`src/rtl/mem_stage_lsu.sv`:
```
// Memory-stage load/store unit: req/ack data-memory access, store lane alignment, load extraction.
// Build option: define LSU_MISALIGN_SPLIT_EN to split word-crossing accesses into two transactions.

module mem_stage_lsu #(
  parameter int DMEM_AW = 32
) (
  input  logic               clk,
  input  logic               rst_n,
  input  logic               insn_vld_M,
  input  logic               mem_rd_en_M,
  input  logic               mem_wr_en_M,
  input  logic [3:0]         bmask_M,
  input  logic [2:0]         ld_sel_M,
  input  logic [31:0]        alu_data_M,
  input  logic [31:0]        rs2_data_M,
  input  logic               flush_M,
  input  logic               advance_M,
  output logic               dmem_req,
  output logic               dmem_we,
  output logic [DMEM_AW-1:0] dmem_addr,
  output logic [31:0]        dmem_wdata,
  output logic [3:0]         dmem_be,
  input  logic               dmem_ack,
  input  logic [31:0]        dmem_rdata,
  output logic [31:0]        ld_data_M,
  output logic               stall_M,
  output logic               misalign_M
);

`ifdef LSU_MISALIGN_SPLIT_EN
  localparam bit SPLIT_EN = 1'b1;
  typedef enum logic [1:0] {IDLE = 2'd0, WAIT0 = 2'd1, DONE = 2'd2, ACC1 = 2'd3} state_e;
`else
  localparam bit SPLIT_EN = 1'b0;
  typedef enum logic [1:0] {IDLE = 2'd0, WAIT0 = 2'd1, DONE = 2'd2} state_e;
`endif

  state_e state_q, state_d;

  // Request decode straight from the M-stage inputs (used while IDLE)
  logic               access;
  logic [1:0]         off_in;
  logic [7:0]         m8;
  logic               cross_in;
  logic [DMEM_AW-1:0] base_in;
  logic [31:0]        w0_wdata_in;

  // Gating with rst_n drops the request the instant reset asserts, even mid-access.
  assign access      = rst_n & insn_vld_M & (mem_rd_en_M | mem_wr_en_M) & ~flush_M;
  assign off_in      = alu_data_M[1:0];
  assign m8          = {4'b0000, bmask_M} << off_in;
  assign cross_in    = |m8[7:4];
  assign base_in     = {alu_data_M[DMEM_AW-1:2], 2'b00};
  assign w0_wdata_in = rs2_data_M << {off_in, 3'b000};

  // Context captured at issue so an outstanding request stays stable even if the stage is flushed
  logic [DMEM_AW-1:0] base_q;
  logic               we_q;
  logic               ld_q;
  logic [1:0]         off_q;
  logic [2:0]         sel_q;
  logic [31:0]        w0_wdata_q;
  logic [3:0]         w0_be_q;
  logic [31:0]        done_q;

`ifdef LSU_MISALIGN_SPLIT_EN
  logic [31:0]        w1_wdata_in;
  logic               cross_q;
  logic [31:0]        w1_wdata_q;
  logic [3:0]         w1_be_q;
  logic [31:0]        lo_q;
  logic               cap_lo;
  logic               use_w1;

  assign w1_wdata_in = (off_in == 2'd0) ? 32'h0
                     : rs2_data_M >> (6'd32 - {1'b0, off_in, 3'b000});
`endif

  logic req;
  logic use_q;
  logic cap_ctx;
  logic complete;
  logic stall;
  logic misalign;

  // NOTE: every signal assigned in an always_comb gets a default first, so no path can infer a latch.
  always_comb begin
    state_d  = state_q;
    req      = 1'b0;
    use_q    = 1'b0;
    cap_ctx  = 1'b0;
    complete = 1'b0;
    stall    = 1'b0;
    misalign = 1'b0;
`ifdef LSU_MISALIGN_SPLIT_EN
    cap_lo   = 1'b0;
    use_w1   = 1'b0;
`endif

    case (state_q)
      IDLE: begin
        if (access) begin
          cap_ctx = 1'b1;
          if (cross_in && !SPLIT_EN) begin
            misalign = 1'b1;
          end else begin
            req = 1'b1;
            if (!dmem_ack) begin
              state_d = WAIT0;
              stall   = 1'b1;
            end
`ifdef LSU_MISALIGN_SPLIT_EN
            else if (cross_in) begin
              state_d = ACC1;
              cap_lo  = 1'b1;
              stall   = 1'b1;
            end
`endif
            else begin
              complete = 1'b1;
            end
          end
        end
      end

      WAIT0: begin
        req   = 1'b1;
        use_q = 1'b1;
        stall = 1'b1;
        if (dmem_ack) begin
          if (flush_M) begin
            // In-flight word finished on the bus; any second split word is dropped.
            state_d = IDLE;
            stall   = 1'b0;
          end
`ifdef LSU_MISALIGN_SPLIT_EN
          else if (cross_q) begin
            state_d = ACC1;
            cap_lo  = 1'b1;
          end
`endif
          else begin
            complete = 1'b1;
          end
        end
      end

`ifdef LSU_MISALIGN_SPLIT_EN
      ACC1: begin
        req    = 1'b1;
        use_q  = 1'b1;
        use_w1 = 1'b1;
        stall  = 1'b1;
        if (dmem_ack) begin
          if (flush_M) begin
            state_d = IDLE;
            stall   = 1'b0;
          end else begin
            complete = 1'b1;
          end
        end
      end
`endif

      DONE: begin
        if (flush_M || advance_M) begin
          state_d = IDLE;
        end else begin
          stall = 1'b1;
        end
      end

      default: state_d = IDLE;
    endcase

    if (complete) begin
      if (advance_M) begin
        state_d = IDLE;
        stall   = 1'b0;
      end else begin
        state_d = DONE;
        stall   = 1'b1;
      end
    end
  end

  // Field selection: live inputs while IDLE, captured context once the access is outstanding
  logic [DMEM_AW-1:0] cur_addr;
  logic [31:0]        cur_wdata;
  logic [3:0]         cur_be;
  logic               cur_we;
  logic               cur_ld;
  logic [2:0]         cur_sel;
  logic [1:0]         cur_off;

  always_comb begin
    cur_addr  = base_in;
    cur_wdata = w0_wdata_in;
    cur_be    = m8[3:0];
    cur_we    = mem_wr_en_M;
    cur_ld    = mem_rd_en_M;
    cur_sel   = ld_sel_M;
    cur_off   = off_in;
    if (use_q) begin
      cur_addr  = base_q;
      cur_wdata = w0_wdata_q;
      cur_be    = w0_be_q;
      cur_we    = we_q;
      cur_ld    = ld_q;
      cur_sel   = sel_q;
      cur_off   = off_q;
    end
`ifdef LSU_MISALIGN_SPLIT_EN
    if (use_w1) begin
      cur_addr  = base_q + DMEM_AW'(4);
      cur_wdata = w1_wdata_q;
      cur_be    = w1_be_q;
    end
`endif
  end

  // Load extraction: {word1, word0} shifted right by the byte offset
  logic [31:0] ld_word;
  logic [31:0] ld_ext;
  logic [31:0] ld_result;

`ifdef LSU_MISALIGN_SPLIT_EN
  always_comb begin
    if (use_w1) begin
      ld_word = (lo_q >> {cur_off, 3'b000})
              | (dmem_rdata << (6'd32 - {1'b0, cur_off, 3'b000}));
    end else begin
      ld_word = dmem_rdata >> {cur_off, 3'b000};
    end
  end
`else
  assign ld_word = dmem_rdata >> {cur_off, 3'b000};
`endif

  always_comb begin
    ld_ext = 32'h0;
    case (cur_sel)
      3'b000:  ld_ext = {{24{ld_word[7]}}, ld_word[7:0]};
      3'b001:  ld_ext = {{16{ld_word[15]}}, ld_word[15:0]};
      3'b010:  ld_ext = ld_word;
      3'b100:  ld_ext = {24'h0, ld_word[7:0]};
      3'b101:  ld_ext = {16'h0, ld_word[15:0]};
      default: ld_ext = 32'h0;
    endcase
  end

  assign ld_result = cur_ld ? ld_ext : 32'h0;

  // NOTE: sequential state uses non-blocking assignments so every register samples pre-edge values.
  always_ff @(posedge clk or negedge rst_n) begin
    if (!rst_n) begin
      state_q    <= IDLE;
      base_q     <= '0;
      we_q       <= 1'b0;
      ld_q       <= 1'b0;
      off_q      <= 2'd0;
      sel_q      <= 3'd0;
      w0_wdata_q <= 32'h0;
      w0_be_q    <= 4'h0;
      done_q     <= 32'h0;
`ifdef LSU_MISALIGN_SPLIT_EN
      cross_q    <= 1'b0;
      w1_wdata_q <= 32'h0;
      w1_be_q    <= 4'h0;
      lo_q       <= 32'h0;
`endif
    end else begin
      state_q <= state_d;
      if (cap_ctx) begin
        base_q     <= base_in;
        we_q       <= mem_wr_en_M;
        ld_q       <= mem_rd_en_M;
        off_q      <= off_in;
        sel_q      <= ld_sel_M;
        w0_wdata_q <= w0_wdata_in;
        w0_be_q    <= m8[3:0];
`ifdef LSU_MISALIGN_SPLIT_EN
        cross_q    <= cross_in;
        w1_wdata_q <= w1_wdata_in;
        w1_be_q    <= m8[7:4];
`endif
      end
`ifdef LSU_MISALIGN_SPLIT_EN
      if (cap_lo) lo_q <= dmem_rdata;
`endif
      if (complete && !advance_M) done_q <= ld_result;
    end
  end

  assign dmem_req   = req;
  assign dmem_we    = req & cur_we;
  assign dmem_addr  = req ? cur_addr : '0;
  assign dmem_wdata = req ? cur_wdata : 32'h0;
  assign dmem_be    = req ? cur_be : 4'h0;
  assign ld_data_M  = (state_q == DONE) ? done_q : (complete ? ld_result : 32'h0);
  assign stall_M    = stall;
  assign misalign_M = misalign;

endmodule

```
`config.mk`:
```
export PLATFORM = sky130hd
export DESIGN_NAME = mem_stage_lsu
export DESIGN_NICKNAME = d
export VERILOG_FILES = /design/src/rtl/mem_stage_lsu.sv
export SDC_FILE = /design/constraint.sdc
export NUM_CORES = 1
export LEC_CHECK = 0
export ABC_AREA = 1
export BUFFER_PORTS_ARGS = -buffer_cell sky130_fd_sc_hd__buf_2
export CORE_UTILIZATION = 35
export CTS_BUF_LIST = sky130_fd_sc_hd__clkbuf_2 sky130_fd_sc_hd__clkbuf_4 sky130_fd_sc_hd__clkbuf_8
export CTS_CLUSTER_SIZE = 30
export DETAILED_ROUTE_END_ITERATION = 12
export HOLD_SLACK_MARGIN = 0.15
export PLACE_DENSITY_LB_ADDON = 0.2
export SYNTH_ARGS = -nofsm -noshare
export SYNTH_HDL_FRONTEND = slang
export SYNTH_SLANG_ARGS = --single-unit
```
`constraint.sdc`:
```
create_clock -name clk -period 2.6 [get_ports clk]
set_clock_uncertainty 0.15 [all_clocks]
set_input_delay 0.52 -clock clk [delete_from_list [all_inputs] [get_ports clk]]
set_output_delay 0.52 -clock clk [all_outputs]
set_load 0.005 [all_outputs]
```
==> flow_summary.yaml, run 1 <==
global_routing:
  first_global_vias: 8086
  antenna_found_initial: 3
  grt_first_pass_wirelength_um: 41500
  grt-ovfl-total: 0
  track_usage: 0.258
  grt_max_degree: 77
clocking:
  clk_latency_ns: 0.39
  clock_path_buffers: 2
  cts_tree: "done"
  cts_buffers: 9
  ctsHtreeMaxLevel: 3
  clk_pin_slew_ns: 0.11
  clock-sinks: 107
  clock-root-buffer: "clkbuf_8"
setup_path:
  cp-end-kind: "output port"
  crit_type: "reg -> out"
  crit_path_max_fanout: 6
  reg2regPathDepth: 18
  r2r_slack_ns: 0.20
  worstPathRequired_ns: 1.93
  worstSetupStartpointType: "flip-flop"
  worstPathArrival_ns: 2.23
synthesis:
  avgSynthCellArea_um2: 6.33
  ys_types: 27
  ys_seq_area_frac: 0.381
  synth_seq_cells: 107
  ys_warn_count: 0
  synthCells: 1112
  syn_area_um2: 7040
drt:
  drc: 0
  viasPerCell: 5.13
  avgRoutedWirePerCell_um: 15.9
  vias: 8453
  ant_nets: 0
  firstDrtPassIters: 5
  drt_iter0_drc: 556
  drt-total-wl_um: 26100
placement:
  gp_congestion: 0.869
  placed_cells_incl_taps: 1578
  hpwl_um: 16700
  io_buffers: 212
  place_area_um2: 8750
min_path:
  timing.hold.worst.class: "in -> reg"
  hold_depth: 3
floorplanning:
  design.portCount: 215
  core-area_um2: 19600
  initial_core_util: 0.359
  dieArea_um2: 20700
  rows: 51
  dieHeight_um: 144
  die_x_um: 144
cells_and_area:
  fin_nets: 1488
  drive_above_1_share: 0.382
  synthToLayoutAreaGrowth_pct: 52.5
  layout.cells.non_filler: 1648
  fin_area_um2: 10700
power_and_ir_drop:
  p_leak_uw: 0.00577
  report.power.total_uw: 4490
  ir_worst_vdd_mv: 0.271
  power_per_cell_area_nw_per_um2: 418
sta:
  layout_setup_ws_ns: -0.304
  final.setup.tns_ns: -18.10
  post-route-min-period_ns: 2.90
  finalSetupViolations: 99
  hold_viol: 0
  rsz0062_at_grt: "yes"
  worstMarginPinSlew_ns: 0.822
  fmax_mhz: 344
  slew_headroom: 0.452
  finalCritPeriodShare: 1.12
  slew_violations: 0
job:
  maxCapViolations: 0
status:
  violations: "negative setup slack"
  outcome: "finished with violations"
[logic make-up (layout without fill, tap and decap cells)]
family,count (synthesis),in the layout,synth area share
AND/OR/NAND/NOR,681,682,0.388
AO/OA/AOI/OAI,177,177,0.137
buffers and inverters,138,406,0.0823
flip-flops,107,107,0.381
multiplexers,8,8,0.0114
other,1,3,0.000533
[what timing repair did]
item,4_1_cts,5_1_grt
resized for setup,205,65
setup buffers,29,11
endpoints found under the hold margin,36,0
hold buffers,2,0
setup endpoints to repair,100,103
gates cloned,13,4
pin swaps,18,21
[synth_stat cells]
cell | number | area (µm²)
nor2_2 | 2 | 12.5
buf_4 | 5 | 37.5
nand3_2 | 1 | 10.0
nor2_1 | 48 | 180
dfrtp_1 | 107 | 2680
a21oi_4 | 1 | 16.3
nand2_4 | 1 | 11.3
a21oi_1 | 82 | 410
nand3_1 | 103 | 515
clkbuf_1 | 52 | 195
inv_1 | 52 | 195
nor2_4 | 1 | 11.3
o21ai_0 | 63 | 315
nand2_1 | 520 | 1950
a211oi_1 | 18 | 135
buf_6 | 2 | 22.5
o211ai_1 | 2 | 15.0
buf_2 | 22 | 110
or2_2 | 1 | 6.26
nand2_2 | 1 | 6.26
mux2i_1 | 8 | 80.1
conb_1 | 1 | 3.75
nor3_1 | 2 | 10.0
o21ai_1 | 4 | 20.0
nor3_4 | 1 | 16.3
a22oi_1 | 7 | 52.6
inv_2 | 5 | 18.8
[critical path: stages (launching register included)]
cell and delay (ns):
dfrtp_1 0.41, inv_4 0.12, buf_12 0.13, buf_4 0.10
nand3_2 0.10, nand3_2 0.12, nand3_4 0.10, nand3_4 0.15
buf_12 0.13, buf_16 0.14, nand3_2 0.10, nand3_2 0.07
nand2_1 0.04, buf_2 0.12
[registers in the layout (all words and copies together) (netlist names), 2 cells and up]
register and cells:
done_q 32, w0_wdata_q 32, base_q 30, w0_be_q 4
sel_q 3, off_q 2, state_q 2
[power breakdown]
group | internal [µW] | total [µW] | switching, µW | leakage, µW
Clock | 414 | 1050 | 639 | 0.0000970
Sequential | 1930 | 2060 | 135 | 0.00139
Combinational | 577 | 1370 | 795 | 0.00428
Total | 2920 | 4490 | 1570 | 0.00577
[final timing paths]
check                         startpoint       endpoint
min                        alu_data_M[4]      base_q[4]
min in group asynchronous          rst_n      done_q[1]
min reg2reg                   base_q[19]     base_q[19]
max                           state_q[1]  ld_data_M[26]
max reg2reg                   state_q[1]      done_q[6]
max in group asynchronous          rst_n     state_q[0]
[routing by layer]
metal / GRT usage / vias up / part of all wire
met1: 0.332 / 4024 / 0.43
met4: 0.0733 / 4 / 0.023
met2: 0.441 / 296 / 0.49
li1: - / 4085 / -
met3: 0.0467 / 44 / 0.063
met5: 0 / - / 0.00099
[stage by stage]
| stage | hold WS [ns] | util | setup WS [ns] |
|---|---|---|---|
| final | 0.185 | 0.548 | -0.304 |
| after CTS | 0.156 | 0.528 | -0.270 |
| after global placement | 0.304 | 0.446 | -0.0258 |
| after global routing | 0.176 | 0.548 | -0.432 |
| after floorplan | 0.0744 | - | 0.175 |
| after detailed placement | 0.308 | 0.446 | -0.0491 |
[cell usage in the layout, fill, tap and decap left out, drive strengths merged, types with 7 or more instances in the layout]
master,synthesis,routed
a21oi,83,83
mux2i,8,8
inv,57,60
dfrtp,107,107
a22oi,7,7
nand3,104,104
nor2,51,51
o21ai,67,67
buf,29,326
nand2,522,523
a211oi,18,18
clkbuf,52,14
[cell type report]
class / count / area, µm²
clock buffers: 11 / 151
fillers: 1875 / 8860
well taps: 265 / 332
diodes: 1 / 2.50
inverters: 57 / 224
flip-flops and latches: 107 / 2680
clock inverters: 5 / 42.5
multi-input cells: 869 / 4730
repair buffers: 333 / 2570
Power figures use the tool's default switching activity.
==> inputs of run 2 (changes only) <==
--- a/config.mk
+++ b/config.mk
@@ -12,7 +12,6 @@
 export CTS_CLUSTER_SIZE = 30
 export DETAILED_ROUTE_END_ITERATION = 12
 export HOLD_SLACK_MARGIN = 0.15
-export PLACE_DENSITY_LB_ADDON = 0.2
 export SYNTH_ARGS = -nofsm -noshare
 export SYNTH_HDL_FRONTEND = slang
 export SYNTH_SLANG_ARGS = --single-unit
==> run 2 against run 1 <==
Against the previous run:
- the run still ends with negative setup slack left
- final cell count down 2.5%
- global-route usage down 1.6 points
- cell area down 7.2%
==> flow_summary.yaml, run 2 (synthesis gave the netlist of run 1 again) <==
setup_path:
  r2r_slack_ns: 0.32
  cp-end-kind: "output port"
  cp.depth: 11
  crit_family: "simple AND/OR/NAND/NOR gates"
  critPathSlowestCell: "dfrtp_2"
  slowest_delay_ns: 0.52
  crit_path_max_fanout: 7
  startpoint: "state_q[0]"
  cp_cell_sequence: "buf_6 > nand3_4 > nand2_4 > nand3_4 > nor2_4 > clkbuf_16 > nand2_1 > nand3_1 > nand3_1 > nand2_1 > buf_2"
  worstPathArrival_ns: 2.18
  crit_type: "reg -> out"
  reg2reg_to: "done_q[4]"
  reg2reg_from: "state_q[0]"
  worstSetupStartpointType: "flip-flop"
  reg2regPathDepth: 12
  crit_buf_inv: 3
  worstPathRequired_ns: 1.93
power_and_ir_drop:
  p_leak_uw: 0.00544
  ir_worst_vdd_mv: 0.331
  power_per_cell_area_nw_per_um2: 435
drt:
  drt-total-wl_um: 25900
  viasPerCell: 5.08
  vias: 8162
  drc: 0
  avgRoutedWirePerCell_um: 16.1
  ant_nets: 0
  drt_iter0_drc: 438
  firstDrtPassIters: 5
min_path:
  whs_endpoint: "base_q[16]"
  min_from: "alu_data_M[16]"
  hold_depth: 3
  timing.hold.worst.class: "in -> reg"
floorplanning:
  rows: 51
  dieHeight_um: 144
  design.portCount: 215
  die_x_um: 144
  initial_core_util: 0.359
  dieArea_um2: 20700
  core-area_um2: 19600
global_routing:
  grt-ovfl-total: 0
  grt_max_degree: 108
  track_usage: 0.243
  antenna_found_initial: 2
  grt_first_pass_wirelength_um: 39000
  first_global_vias: 7500
clocking:
  clock-sinks: 107
  clk_pin_slew_ns: 0.12
  clock-root-buffer: "clkbuf_8"
  cts_buffers: 9
  clock_path_buffers: 2
  ctsHtreeMaxLevel: 3
  cts_tree: "done"
  clk_latency_ns: 0.39
cells_and_area:
  drive_above_1_share: 0.320
  layout_common_cells: "494 x nand2_1, 211 x buf_2, 106 x dfrtp_1"
  final_common_cell: "nand2_1"
  fin_nets: 1446
  fillCellCount: 1982
  synthToLayoutAreaGrowth_pct: 41.5
  reg_top3: "done_q (32), w0_wdata_q (32), base_q (30)"
  layout.cells.non_filler: 1606
sta:
  post-route-min-period_ns: 2.85
  final.setup.tns_ns: -11.29
  finalCritPeriodShare: 1.10
  slew_headroom: 0.475
  rsz0062_at_grt: "yes"
  hold_viol: 0
  slew_violations: 0
  worstMarginPinSlew_ns: 0.787
  layout_setup_ws_ns: -0.252
  fmax_mhz: 351
  finalSetupViolations: 85
job:
  maxCapViolations: 0
placement:
  gp_congestion: 0.874
  io_buffers: 212
  hpwl_um: 16400
  placed_cells_incl_taps: 1557
status:
  outcome: "finished with violations"
  violations: "negative setup slack"
==> run 2: changes by cell type in the layout (fill, tap and decap cells not counted), sizes merged <==
cell,previous run,this run
buf,326,279
clkbuf,14,19
clkinv,1,5
inv,60,57
clkinvlp,1,0
==> run 2: layout make-up <==
cell class                      instances  area (µm²)  share of cell area
Clock inverter                          5        46.3             0.00465
Clock buffer                           11         145              0.0146
Inverter                               57         229              0.0230
Sequential cell                       107        2680               0.269
Multi-Input combinational cell        869        4420               0.444
Antenna cell                            1        2.50            0.000251
Tap cell                              265         332              0.0333
Timing Repair Buffer                  291        2100               0.211
==> run 2: timing repair <==
item / in CTS / in global routing
hold endpoints to repair: 57 / 0
resized for setup: 93 / 84
pin swaps: 5 / 7
cloned: 5 / 10
endpoints found under the setup margin: 100 / 100
hold buffers: 2 / 0
setup buffers: 4 / 11
==> run 2: tightest hold or removal path, delay by kind of cell <==
family                 cells  cell delay (ns)
and+or+nand+nor            2             0.09
buffers and inverters      1             0.08
==> run 2: power by group <==
part	total [µW]	switching [µW]	leakage [µW]	internal, µW
Combinational	1220	733	0.00395	485
Sequential	2060	135	0.00139	1930
Clock	1050	647	0.0000990	401
==> run 2: worst max-delay path by stage <==
stage | to | slack (ns)
3_5_place_dp | ld_data_M[0] | -0.08
3_3_place_gp | ld_data_M[0] | -0.12
5_1_grt | ld_data_M[18] | -0.42
2_1_floorplan | ld_data_M[21] | 0.17
4_1_cts | ld_data_M[9] | -0.24
6_report | ld_data_M[26] | -0.25
==> run 2: metal layers <==
layer  routed length (µm)  vias up  global-route usage
met5                   10        -                   0
met4                  675        2              0.0896
met3                 2020       48              0.0586
met2                12200      323               0.385
met1                11000     3790               0.319
li1                     -     3999                   -
==> run 2: stage by stage <==
| step | worst slack (ns) | power (µW) | util | cell area (µm²) | hold slack, ns |
|---|---|---|---|---|---|
| CTS | -0.245 | 4240 | 0.474 | 9280 | 0.158 |
| finish | -0.252 | 4330 | 0.508 | 9960 | 0.179 |
| floorplan | 0.175 | 2660 | - | 7040 | 0.0744 |
| detailed placement | -0.0834 | 3090 | 0.438 | 8590 | 0.309 |
| global route | -0.422 | 4600 | 0.508 | 9960 | 0.173 |
| global placement | -0.119 | 3070 | 0.438 | 8590 | 0.304 |
==> inputs of run 3 (changes only) <==
--- a/config.mk
+++ b/config.mk
@@ -6,7 +6,7 @@
 export NUM_CORES = 1
 export LEC_CHECK = 0
 export ABC_AREA = 1
-export BUFFER_PORTS_ARGS = -buffer_cell sky130_fd_sc_hd__buf_2
+export BUFFER_PORTS_ARGS = -buffer_cell sky130_fd_sc_hd__clkbuf_2
 export CORE_UTILIZATION = 35
 export CTS_BUF_LIST = sky130_fd_sc_hd__clkbuf_2 sky130_fd_sc_hd__clkbuf_4 sky130_fd_sc_hd__clkbuf_8
 export CTS_CLUSTER_SIZE = 30
==> run 3 against run 2 <==
Against the previous run:
- the flow still finishes with violations (negative setup slack)
- total power rose by 1.9%
- critical path depth rose by 2
- non-clock buffer count rose by 16
- combinational power rose by 4%
- maximum frequency fell by 2.3%
- register-to-register slack got worse by 0.03 ns
- hold slack got worse by 0.0088 ns
- largest cell class unchanged
- sequential share of layout area fell by 0.80 points
==> flow_summary.yaml, run 3 (synthesis gave the netlist of run 1 again) <==
status:
  outcome: "finished with violations"
  violations: "negative setup slack"
cells_and_area:
  reg_top3: "done_q (32), w0_wdata_q (32), base_q (30)"
  final_common_cell: "nand2_1"
  layout_common_cells: "476 x nand2_1, 192 x clkbuf_2, 106 x dfrtp_1"
  final_core_util: 0.524
  drive_above_1_share: 0.359
  fin_nets: 1462
  synthToLayoutAreaGrowth_pct: 45.9
  layout.cells.non_filler: 1622
global_routing:
  track_usage: 0.244
  grt_first_pass_wirelength_um: 39100
  grt-ovfl-total: 0
  grt_max_degree: 77
  antenna_found_initial: 1
  first_global_vias: 7561
placement:
  placed_cells_incl_taps: 1574
  gp_congestion: 0.909
  dp_slack_ns: -0.190
  hpwl_um: 16600
  io_buffers: 212
clocking:
  clock-root-buffer: "clkbuf_8"
  cts_tree: "done"
  clock-sinks: 107
  clk_pin_slew_ns: 0.12
  cts_buffers: 9
  clk_latency_ns: 0.39
  clock_path_buffers: 2
  ctsHtreeMaxLevel: 3
drt:
  avgRoutedWirePerCell_um: 15.7
  firstDrtPassIters: 7
  viasPerCell: 5.09
  drt_iter0_drc: 637
  drt-total-wl_um: 25500
  ant_nets: 0
  drc: 0
  vias: 8261
setup_path:
  crit_type: "reg -> out"
  worstPathArrival_ns: 2.25
  worstPathRequired_ns: 1.93
  crit_top_cell: "buf_6"
  worstSetupStartpointType: "flip-flop"
  r2r_slack_ns: 0.29
  slowest_delay_ns: 0.40
  crit_path_max_fanout: 6
  cp-end-kind: "output port"
  cp_cell_sequence: "buf_6 > buf_6 > buf_6 > nand3_4 > nand2_4 > nand2_2 > nor2_4 > nand3_4 > buf_12 > nand2_1 > nand3_2 > nand2_1 > clkbuf_2"
  critPathSlowestCell: "dfrtp_2"
floorplanning:
  dieArea_um2: 20700
  rows: 51
  die_x_um: 144
  dieHeight_um: 144
  core-area_um2: 19600
  initial_core_util: 0.359
  design.portCount: 215
job:
  maxCapViolations: 0
power_and_ir_drop:
  ir_worst_vdd_mv: 0.265
  report.power.total_uw: 4410
  p_leak_uw: 0.00555
  power_per_cell_area_nw_per_um2: 430
sta:
  rsz0062_at_grt: "yes"
  finalSetupViolations: 98
  worstMarginPinSlew_ns: 0.812
  post-route-min-period_ns: 2.92
  finalCritPeriodShare: 1.12
  fmax_mhz: 342
  slew_headroom: 0.459
  slew_violations: 0
  finalHoldWorstSlack_ns: 0.170
  hold_viol: 0
  layout_setup_ws_ns: -0.320
min_path:
  timing.hold.worst.class: "in -> reg"
-- run 3: cell count changes in the layout (fill, tap and decap cells not counted), sizes merged --
cell and change:
clkbuf +187, buf -173, inv +3, clkinv -2, bufbuf +1
-- run 3: critical path, delay by kind of cell, from the launching register on --
family	cells	cell delay [ns]
and+or+nand+nor	8	0.80
buffers and inverters	5	0.66
DFF	1	0.40
-- run 3: stage by stage --
stage,cell area [µm²],TNS [ns]
2_1_floorplan,7040,0
5_1_grt,10300,-24.42
3_3_place_gp,8690,-1.37
4_1_cts,9740,-9.42
3_5_place_dp,8690,-1.93
6_report,10300,-12.78
-- run 3: layer usage --
metal	GRT usage	part of all wire
met1	0.323	0.42
met2	0.392	0.47
met3	0.0570	0.078
met4	0.0795	0.022
met5	0	0
-- run 3: cell type report --
type	instances	area [µm²]
Fill cell	1924	9320
Multi-Input combinational cell	869	4560
Sequential cell	107	2680
Timing Repair Buffer	307	2260
Tap cell	265	332
Inverter	57	229
Clock buffer	10	138
Clock inverter	6	62.6
Antenna cell	1	2.50
-- run 3: final timing paths --
kind | endpoint | cells after the start | startpoint
worst min-delay path | base_q[13] | 3 | alu_data_M[13]
max in group asynchronous | state_q[0] | 4 | rst_n
worst max register to register | done_q[15] | 14 | state_q[0]
worst min register to register | w0_be_q[2] | 2 | w0_be_q[2]
worst max-delay path | ld_data_M[8] | 13 | state_q[0]
min in group asynchronous | done_q[26] | 3 | rst_n
-- run 3: timing repair --
item / CTS / global route
hold buffers: 2 / 0
resized for setup: 156 / 103
buffers inserted: 11 / 5
endpoints found under the setup margin: 100 / 102
endpoints found under the hold margin: 40 / 0
pin swaps: 13 / 38
gates cloned: 7 / 7
-- run 3: power breakdown --
part / switching [µW] / total [µW] / internal, µW / leakage [µW]
combinational: 754 / 1270 / 515 / 0.00406
sequential: 135 / 2060 / 1930 / 0.00139
clock: 677 / 1080 / 403 / 0.000103
